===== src/rtl/cache_pkg.sv =====
// cache_pkg: shared states, default geometry and one-hot helper for the cache controller
package cache_pkg;
  localparam int DEF_SETS = 4;
  localparam int DEF_WAYS = 4;
  localparam int DEF_ADDR_W = 8;
  localparam int IDX_W = $clog2(DEF_SETS);
  localparam int TAG_W = DEF_ADDR_W - IDX_W;
  typedef enum logic [2:0] {IDLE, LOOKUP, MEM_RD, REFILL, MEM_WR, RESP} cache_state_e;
  function automatic logic [31:0] onehot_lowest(input logic [31:0] v);
    return v & (~v + 32'd1);
  endfunction
endpackage


===== src/rtl/cache_victim_sel.sv =====
// cache_victim_sel: per-set round-robin pointers and first-invalid victim choice
module cache_victim_sel
  import cache_pkg::*;
#(
  parameter int SETS = DEF_SETS,
  parameter int WAYS = DEF_WAYS,
  localparam int IW = $clog2(SETS)
) (
  input  logic            clk,
  input  logic            rst,
  input  logic [IW-1:0]   index,
  input  logic [WAYS-1:0] valid_way,
  input  logic            advance,
  output logic [WAYS-1:0] victim,
  output logic            from_rr
);
  logic [WAYS-1:0] rr_ptr [SETS];
  always_ff @(posedge clk)
    if (rst) for (int s = 0; s < SETS; s++) rr_ptr[s] <= '0;
    else if (advance) rr_ptr[index] <= rr_ptr[index] == WAYS'(WAYS - 1) ? '0 : rr_ptr[index] + WAYS'(1);
  always_comb begin
    from_rr = &valid_way;
    victim = from_rr ? WAYS'(1) << rr_ptr[index] : WAYS'(onehot_lowest(32'(~valid_way)));
  end
endmodule


===== src/rtl/cache_ctrl_fsm.sv =====
// cache_ctrl_fsm: lookup/refill/write-through sequencer for a set-associative cache
module cache_ctrl_fsm
  import cache_pkg::*;
#(
  parameter int SETS = DEF_SETS,
  parameter int WAYS = DEF_WAYS,
  parameter int ADDR_W = DEF_ADDR_W,
  localparam int IW = $clog2(SETS),
  localparam int TW = ADDR_W - IW
) (
  input  logic              i_clk,
  input  logic              i_rst,
  input  logic              i_req,
  input  logic              i_we,
  input  logic [ADDR_W-1:0] i_addr,
  output logic              o_ready,
  output logic              o_rsp_valid,
  output logic              o_rsp_hit,
  output logic [IW-1:0]     o_index,
  output logic [TW-1:0]     o_tag,
  input  logic [WAYS-1:0]   i_hit_way,
  input  logic [WAYS-1:0]   i_valid_way,
  output logic [WAYS-1:0]   o_way_sel,
  output logic [WAYS-1:0]   o_data_wr_en,
  output logic              o_tag_wr_en,
  output logic              o_mem_req,
  output logic              o_mem_we,
  input  logic              i_mem_ack,
  output logic              o_multi_hit
);
  cache_state_e state, nxt;
  logic we_q, hit_q, from_rr_q, hit, multi, from_rr;
  logic [IW-1:0] idx_q;
  logic [TW-1:0] tag_q;
  logic [WAYS-1:0] way_q, hw, victim;
  cache_victim_sel #(.SETS(SETS), .WAYS(WAYS)) u_victim (
    .clk(i_clk), .rst(i_rst), .index(idx_q), .valid_way(i_valid_way),
    .advance(state == REFILL && from_rr_q), .victim(victim), .from_rr(from_rr)
  );
  always_ff @(posedge i_clk)
    if (i_rst) begin
      state <= IDLE;
      {we_q, hit_q, from_rr_q, o_multi_hit} <= '0;
      idx_q <= '0;
      tag_q <= '0;
      way_q <= '0;
    end else begin
      state <= nxt;
      if (state == IDLE && i_req) begin
        we_q <= i_we;
        idx_q <= i_addr[IW-1:0];
        tag_q <= i_addr[ADDR_W-1:IW];
      end
      // way_q remembers the hit way or the refill victim for REFILL and RESP
      if (state == LOOKUP) begin
        hit_q <= hit;
        way_q <= hit ? hw : victim;
        from_rr_q <= !hit && from_rr;
        if (multi) o_multi_hit <= 1'b1;
      end
    end
  always_comb begin
    hit = |i_hit_way;
    hw = WAYS'(onehot_lowest(32'(i_hit_way)));
    multi = ((i_hit_way & (i_hit_way - WAYS'(1))) != '0);
    nxt = state;
    case (state)
      IDLE:    nxt = i_req ? LOOKUP : IDLE;
      LOOKUP:  nxt = we_q ? MEM_WR : hit ? RESP : MEM_RD;
      MEM_RD:  nxt = i_mem_ack ? REFILL : MEM_RD;
      REFILL:  nxt = RESP;
      MEM_WR:  nxt = i_mem_ack ? RESP : MEM_WR;
      default: nxt = IDLE;
    endcase
    o_ready = state == IDLE;
    o_rsp_valid = state == RESP;
    o_rsp_hit = state == RESP && hit_q;
    o_index = idx_q;
    o_tag = tag_q;
    o_way_sel = state == LOOKUP && !we_q && hit ? hw : state == RESP && !we_q ? way_q : '0;
    o_data_wr_en = state == LOOKUP && we_q && hit ? hw : state == REFILL ? way_q : '0;
    o_tag_wr_en = state == REFILL;
    o_mem_req = state == MEM_RD || state == MEM_WR;
    o_mem_we = state == MEM_WR;
  end
endmodule


===== config.mk =====
export PLATFORM = sky130hd
export DESIGN_NAME = cache_ctrl_fsm
export DESIGN_NICKNAME = d
export VERILOG_FILES = /design/src/rtl/cache_pkg.sv /design/src/rtl/cache_victim_sel.sv /design/src/rtl/cache_ctrl_fsm.sv
export SDC_FILE = /design/constraint.sdc
export NUM_CORES = 1
export LEC_CHECK = 0
export CAP_MARGIN = 20
export CORE_ASPECT_RATIO = 0.75
export CORE_MARGIN = 5
export CORE_UTILIZATION = 49
export CTS_CLUSTER_SIZE = 20
export DETAILED_ROUTE_END_ITERATION = 8
export HOLD_SLACK_MARGIN = 0.02
export PLACE_DENSITY = 0.8
export SETUP_SLACK_MARGIN = 0.2
export SYNTH_ARGS = -nofsm -noshare
export SYNTH_HDL_FRONTEND = slang
export SYNTH_SLANG_ARGS = --single-unit

===== constraint.sdc =====
create_clock -name i_clk -period 3.1 [get_ports i_clk]
set_clock_uncertainty 0.2 [all_clocks]
set_input_delay 0.62 -clock i_clk [delete_from_list [all_inputs] [get_ports i_clk]]
set_output_delay 0.62 -clock i_clk [all_outputs]
set_load 0.01 [all_outputs]

Yosys cells after proc, flatten, opt, wreduce, memory -nomap -nowiden
Memory sizes are Yosys's and may differ from the RTL's. A register that Yosys moved wholly into a read port is not among the register bits.
Index checks and enable logic that the tools add are counted.
Widths: inputs -> output; s select.

storage, ports and cells
  flip-flop bits (word level) = 19
  memories = 1
  logic and storage cells = 67
  RAM bits = 16
  output and inout bits = 23
  input port bits = 21

operators by class
  equal/unequal tests = 6
  shift-type cells = 1
  reductions and logical operators = 18
  muxes and demuxes = 23
  add/subtract/negate cells = 4
  bitwise gates (word level) = 6

memories
  memory           depth  bits a word  read ports  clocked after Yosys merged registers in  write ports  RTL line                text
  u_victim.rr_ptr  4      4            1           1                                        4            cache_victim_sel.sv:17  logic [WAYS-1:0] rr_ptr [SETS];

operator list
  operator             count
  $mux 4               8
  $pmux 3 s5           1
  $add 4x1->4 const B  3
  $and 4x4->4          3
  $not 4->4            3
  $logic_and 1x1->1    9
  $mux 1               9
  $reduce_or 4->1      2
  $eq 3x2->1 const B   2
  $eq 3x3->1 const B   2
  $mux 2               3
  $mux 3               2
  $eq 4x2->1 const B   1
  $reduce_and 4->1     1
  $reduce_bool 4->1    1
  $shl 1x4->4 const A  1
  $sub 4x1->4 const B  1
  $eq 3x1->1 const B   1
  $logic_not 3->1      1
  $logic_not 1->1      2
  $reduce_and 2->1     1
  $logic_or 1x1->1     1

Logic depth before layout (Yosys ltp)
  depth after elaboration = 7
  mapped depth = 8
  gate-level depth less buffers = 6

By module
From an unflattened synthesis, not the netlist that was laid out.

second synthesis, totals
  cell total of the unflattened synthesis = 209
  area, all modules = 1,969.4 um^2

by module, submodules not included
  module            times used  cells each  seq. area each (um^2)  area each (um^2)
  cache_ctrl_fsm    1           130         380.4                  999.7
  cache_victim_sel  1           79          480.5                  969.7

Least setup slack after synthesis
OpenSTA, ideal clock, no wires.

  path kind = input-to-output
  start = in i_hit_way[3]
  end = out o_way_sel[2]
  data required time = 2,280 ps
  path buffers = 1
  arrival = 1,793 ps
  path slack = 487 ps
  stages on the path = 4
  cell sequence = clkbuf_1 > nor4_2 > nor3_1 > a32o_1

between the ends
  cells in the longest elaborated chain, start to end = 3

ends and longest elaborated chain
  element            RTL line              text
  from (decl)        cache_ctrl_fsm.sv:21  input logic [WAYS-1:0] i_hit_way,
  $reduce_or 4->1    cache_ctrl_fsm.sv:63  hit = |i_hit_way;
  $logic_and 1x1->1  cache_ctrl_fsm.sv:80  o_way_sel = state == LOOKUP && !we_q && hit ? hw : state == RESP && !we_q ? way_q : '0;
  $mux 4             cache_ctrl_fsm.sv:80
  to (decl)          cache_ctrl_fsm.sv:23  output logic [WAYS-1:0] o_way_sel,

No other way between the ends.

Worst setup path after layout
Same ends and word-level chain as after synthesis.

==> flow_metrics.py <==
metrics = {
    "placed_design": {
        "port_buffers": 43,
        "dp_slack_ns": -0.118,
        "hpwl_mm": 3.50,
        "routabilityCongestion": 0.836,
        "place_inst": 303,
    },
    "global_route": {
        "first_global_vias": 1574,
        "grt_use_total": 0.194,
        "antenna_found_initial": 0,
        "grt_max_degree": 25,
        "grt_pass1_wl_mm": 7.84,
        "grt_overflow": 0,
    },
    "worst_setup_path": {
        "path_class": "input port to output port",
        "endpoint_kind": "output port",
        "ff2ff_path_depth": 6,
        "regToRegEndpoint": "u_victim.rr_ptr[0][2]$_SDFFCE_PN0P_",
        "cp.required_ns": 2.28,
        "ff2ff_setup_slack_ns": 0.50,
        "start_kind": "input port",
        "cp_data_arrival_time_ns": 2.03,
        "cp_max_fo": 5,
    },
    "floorplanning": {
        "core-area_um2": 3710,
        "start_util": 0.512,
        "fp.dieH_um": 63.9,
        "row_count": 19,
        "dieArea_um2": 5230,
        "num_io_pins": 44,
        "dieWidth_um": 81.9,
    },
    "run": {
        "maxCapViolations": 0,
    },
    "layout": {
        "nets": 282,
        "fin_util": 0.695,
        "final_cells": 313,
        "synthToLayoutAreaGrowth_pct": 35.7,
        "diodes": 0,
        "drive_above_1_share": 0.126,
    },
    "clock_network": {
        "cts_hold_buf": 0,
        "clk-insertion-delay-late_ns": 0.29,
        "clock_tree.buffer_depth": 2,
        "cts_tree": "yes",
        "cts_made_buffers": 5,
        "htree_levels": 2,
        "clk_pin_slew_worst_paths_ns": 0.07,
        "clockRootBuffer": "clkbuf_8",
        "clock_sinks": 37,
    },
    "hold_path": {
        "min_from": "o_multi_hit$_SDFFE_PP0P_",
        "min_to": "o_multi_hit$_SDFFE_PP0P_",
        "holdPathStages": 2,
        "min_path_type": "flip-flop to flip-flop",
    },
    "yosys": {
        "synth-async-reset-ratio": 0,
        "synth_edf_count": 16,
        "netlist_instances": 206,
        "synthDistinctLibCells": 47,
        "ys_warn_count": 0,
        "syn_area_um2": 1900,
        "ys_seq_elements": 37,
        "syn-num-nets": 228,
        "synth.avg_cell_area_um2": 9.22,
        "synth_ff_type": "dfxtp_1",
        "ys_seq_area_frac": 0.474,
    },
    "timing": {
        "hold_viol": 0,
        "drv_slew": 0,
        "maxSlewHeadroom": 0.737,
        "setup_ws_ns": 0.250,
        "fin_crit_sh": 0.919,
        "fmax_mhz": 351,
        "timing.hold.ws_ns": 0.260,
        "period_minus_slack_ns": 2.85,
        "rsz0062_at_grt": "false",
        "worst_slew_pin_slew_ns": 0.394,
        "setup_viol": 0,
    },
    "route": {
        "drt_iter0_markers": 195,
        "dr_total_vias": 1704,
        "wl_mm": 4.77,
        "routedWlPerCell_um": 15.2,
        "ant_nets": 0,
        "vias_per_cell": 5.44,
        "drc": 0,
        "first_pass_iters": 5,
    },
    "power": {
        "powerDensity_nw_per_um2": 465,
        "p_leak_nw": 1.00,
        "ir_worst_vdd_mv": 0.389,
        "power_w": 0.00120,
    },
    "run_status": {
        "status": "completed",
    },
}
what timing repair did:
item / CTS / global route
endpoints found under the setup margin: 7 / 6
setup buffers: 1 / 1
pin swaps: 1 / 1
resized for setup: 10 / 5
per-stage QoR:
step / instance area (µm²) / TNS [ns]
detailed placement: 2440 / -0.520
finish: 2580 / 0
global route: 2580 / 0
global placement: 2440 / -0.369
floorplan: 1900 / 0
CTS: 2550 / 0
power breakdown:
| group | switching, W | total [W] | internal, W |
|---|---|---|---|
| combinational | 0.000154 | 0.000299 | 0.000146 |
| clock | 0.000173 | 0.000331 | 0.000158 |
| sequential | 0.0000272 | 0.000569 | 0.000542 |
worst max-delay path, stage by stage:
cell	delay [ns]
clkdlybuf4s50_1	0.46
nor4_4	0.30
nor3_4	0.09
a32o_1	0.27
dlygate4sd2_1	0.29
area by class of cell:
| class | instances | area, µm² |
|---|---|---|
| fillers | 310 | 1130 |
| inverters | 10 | 37.5 |
| well taps | 52 | 65.1 |
| clock inverters | 2 | 15.0 |
| repair buffers | 58 | 543 |
| clock buffers | 6 | 72.6 |
| flip-flops and latches | 37 | 901 |
| multi-input cells | 148 | 943 |
metal layers:
metal,share of wire,wire length [µm],global-route usage
met3,0.090,429,0.0520
met1,0.47,2230,0.296
met5,0,0,0
met4,0.0092,44,0.0726
met2,0.43,2060,0.260
placed cells by master, fill, tap and decap left out, drive strengths merged, types with 3 or more instances in the layout:
master / instances
a21oi: 17
a31oi: 4
a32o: 3
buf: 15
clkbuf: 6
clkdlybuf4s50: 34
dfxtp: 21
dlygate4sd2: 6
dlymetal6s2s: 3
edfxtp: 16
inv: 10
mux4: 4
nand2: 28
nand2b: 6
nand3b: 3
nor2: 30
nor2b: 3
nor3: 6
nor3b: 4
o21ai: 7
or3b: 3
sequential cells by signal, indices dropped and copies added, names as in the netlist, named ones only:
signal / cells
u_victim.rr_ptr: 16
o_tag: 6
way_q: 4
state: 3
o_index: 2
from_rr_q: 1
hit_q: 1
o_multi_hit: 1
we_q: 1
cell usage after synthesis (2+ instances only):
library cell	n	area, µm²
nand2b_1	6	37.5
nand3b_1	3	22.5
nor2b_1	3	18.8
edfxtp_1	16	480
nor2_1	30	113
mux4_1	2	52.6
nand2_1	28	105
inv_1	10	37.5
a31oi_1	4	25.0
a32o_1	3	30.0
dfxtp_1	21	420
and3_1	2	12.5
or3b_2	2	17.5
o21ai_0	7	35.0
mux4_2	2	45.0
a311o_1	2	20.0
nor3_1	6	30.0
clkbuf_1	9	33.8
a21oi_1	17	85.1
and2_1	2	12.5
nor3b_1	4	30.0
a22o_1	2	17.5
worst max-delay path by stage:
stage,start,end,slack [ns],cells after the start
after detailed placement,i_hit_way[3],o_way_sel[2],-0.12,5
final,i_hit_way[3],o_way_sel[2],0.25,5
after floorplan,i_hit_way[3],o_way_sel[2],0.49,4
after global placement,i_hit_way[3],o_way_sel[3],-0.09,5
after CTS,i_hit_way[2],o_way_sel[3],0.009,5
after global routing,i_hit_way[3],o_way_sel[2],0.21,5
kinds of logic (layout without fill, tap and decap cells):
group | Yosys count | in the layout | share of synthesized area
buffers and inverters | 21 | 76 | 0.0461
DFF | 37 | 37 | 0.474
and+or+nand+nor | 96 | 96 | 0.254
xor gates and xnor gates | 1 | 1 | 0.00461
adders and majority gates | 2 | 2 | 0.0119
muxes | 4 | 4 | 0.0514
AOI/OAI and AO/OA | 45 | 45 | 0.158
(Power assumes the default switching activity.)
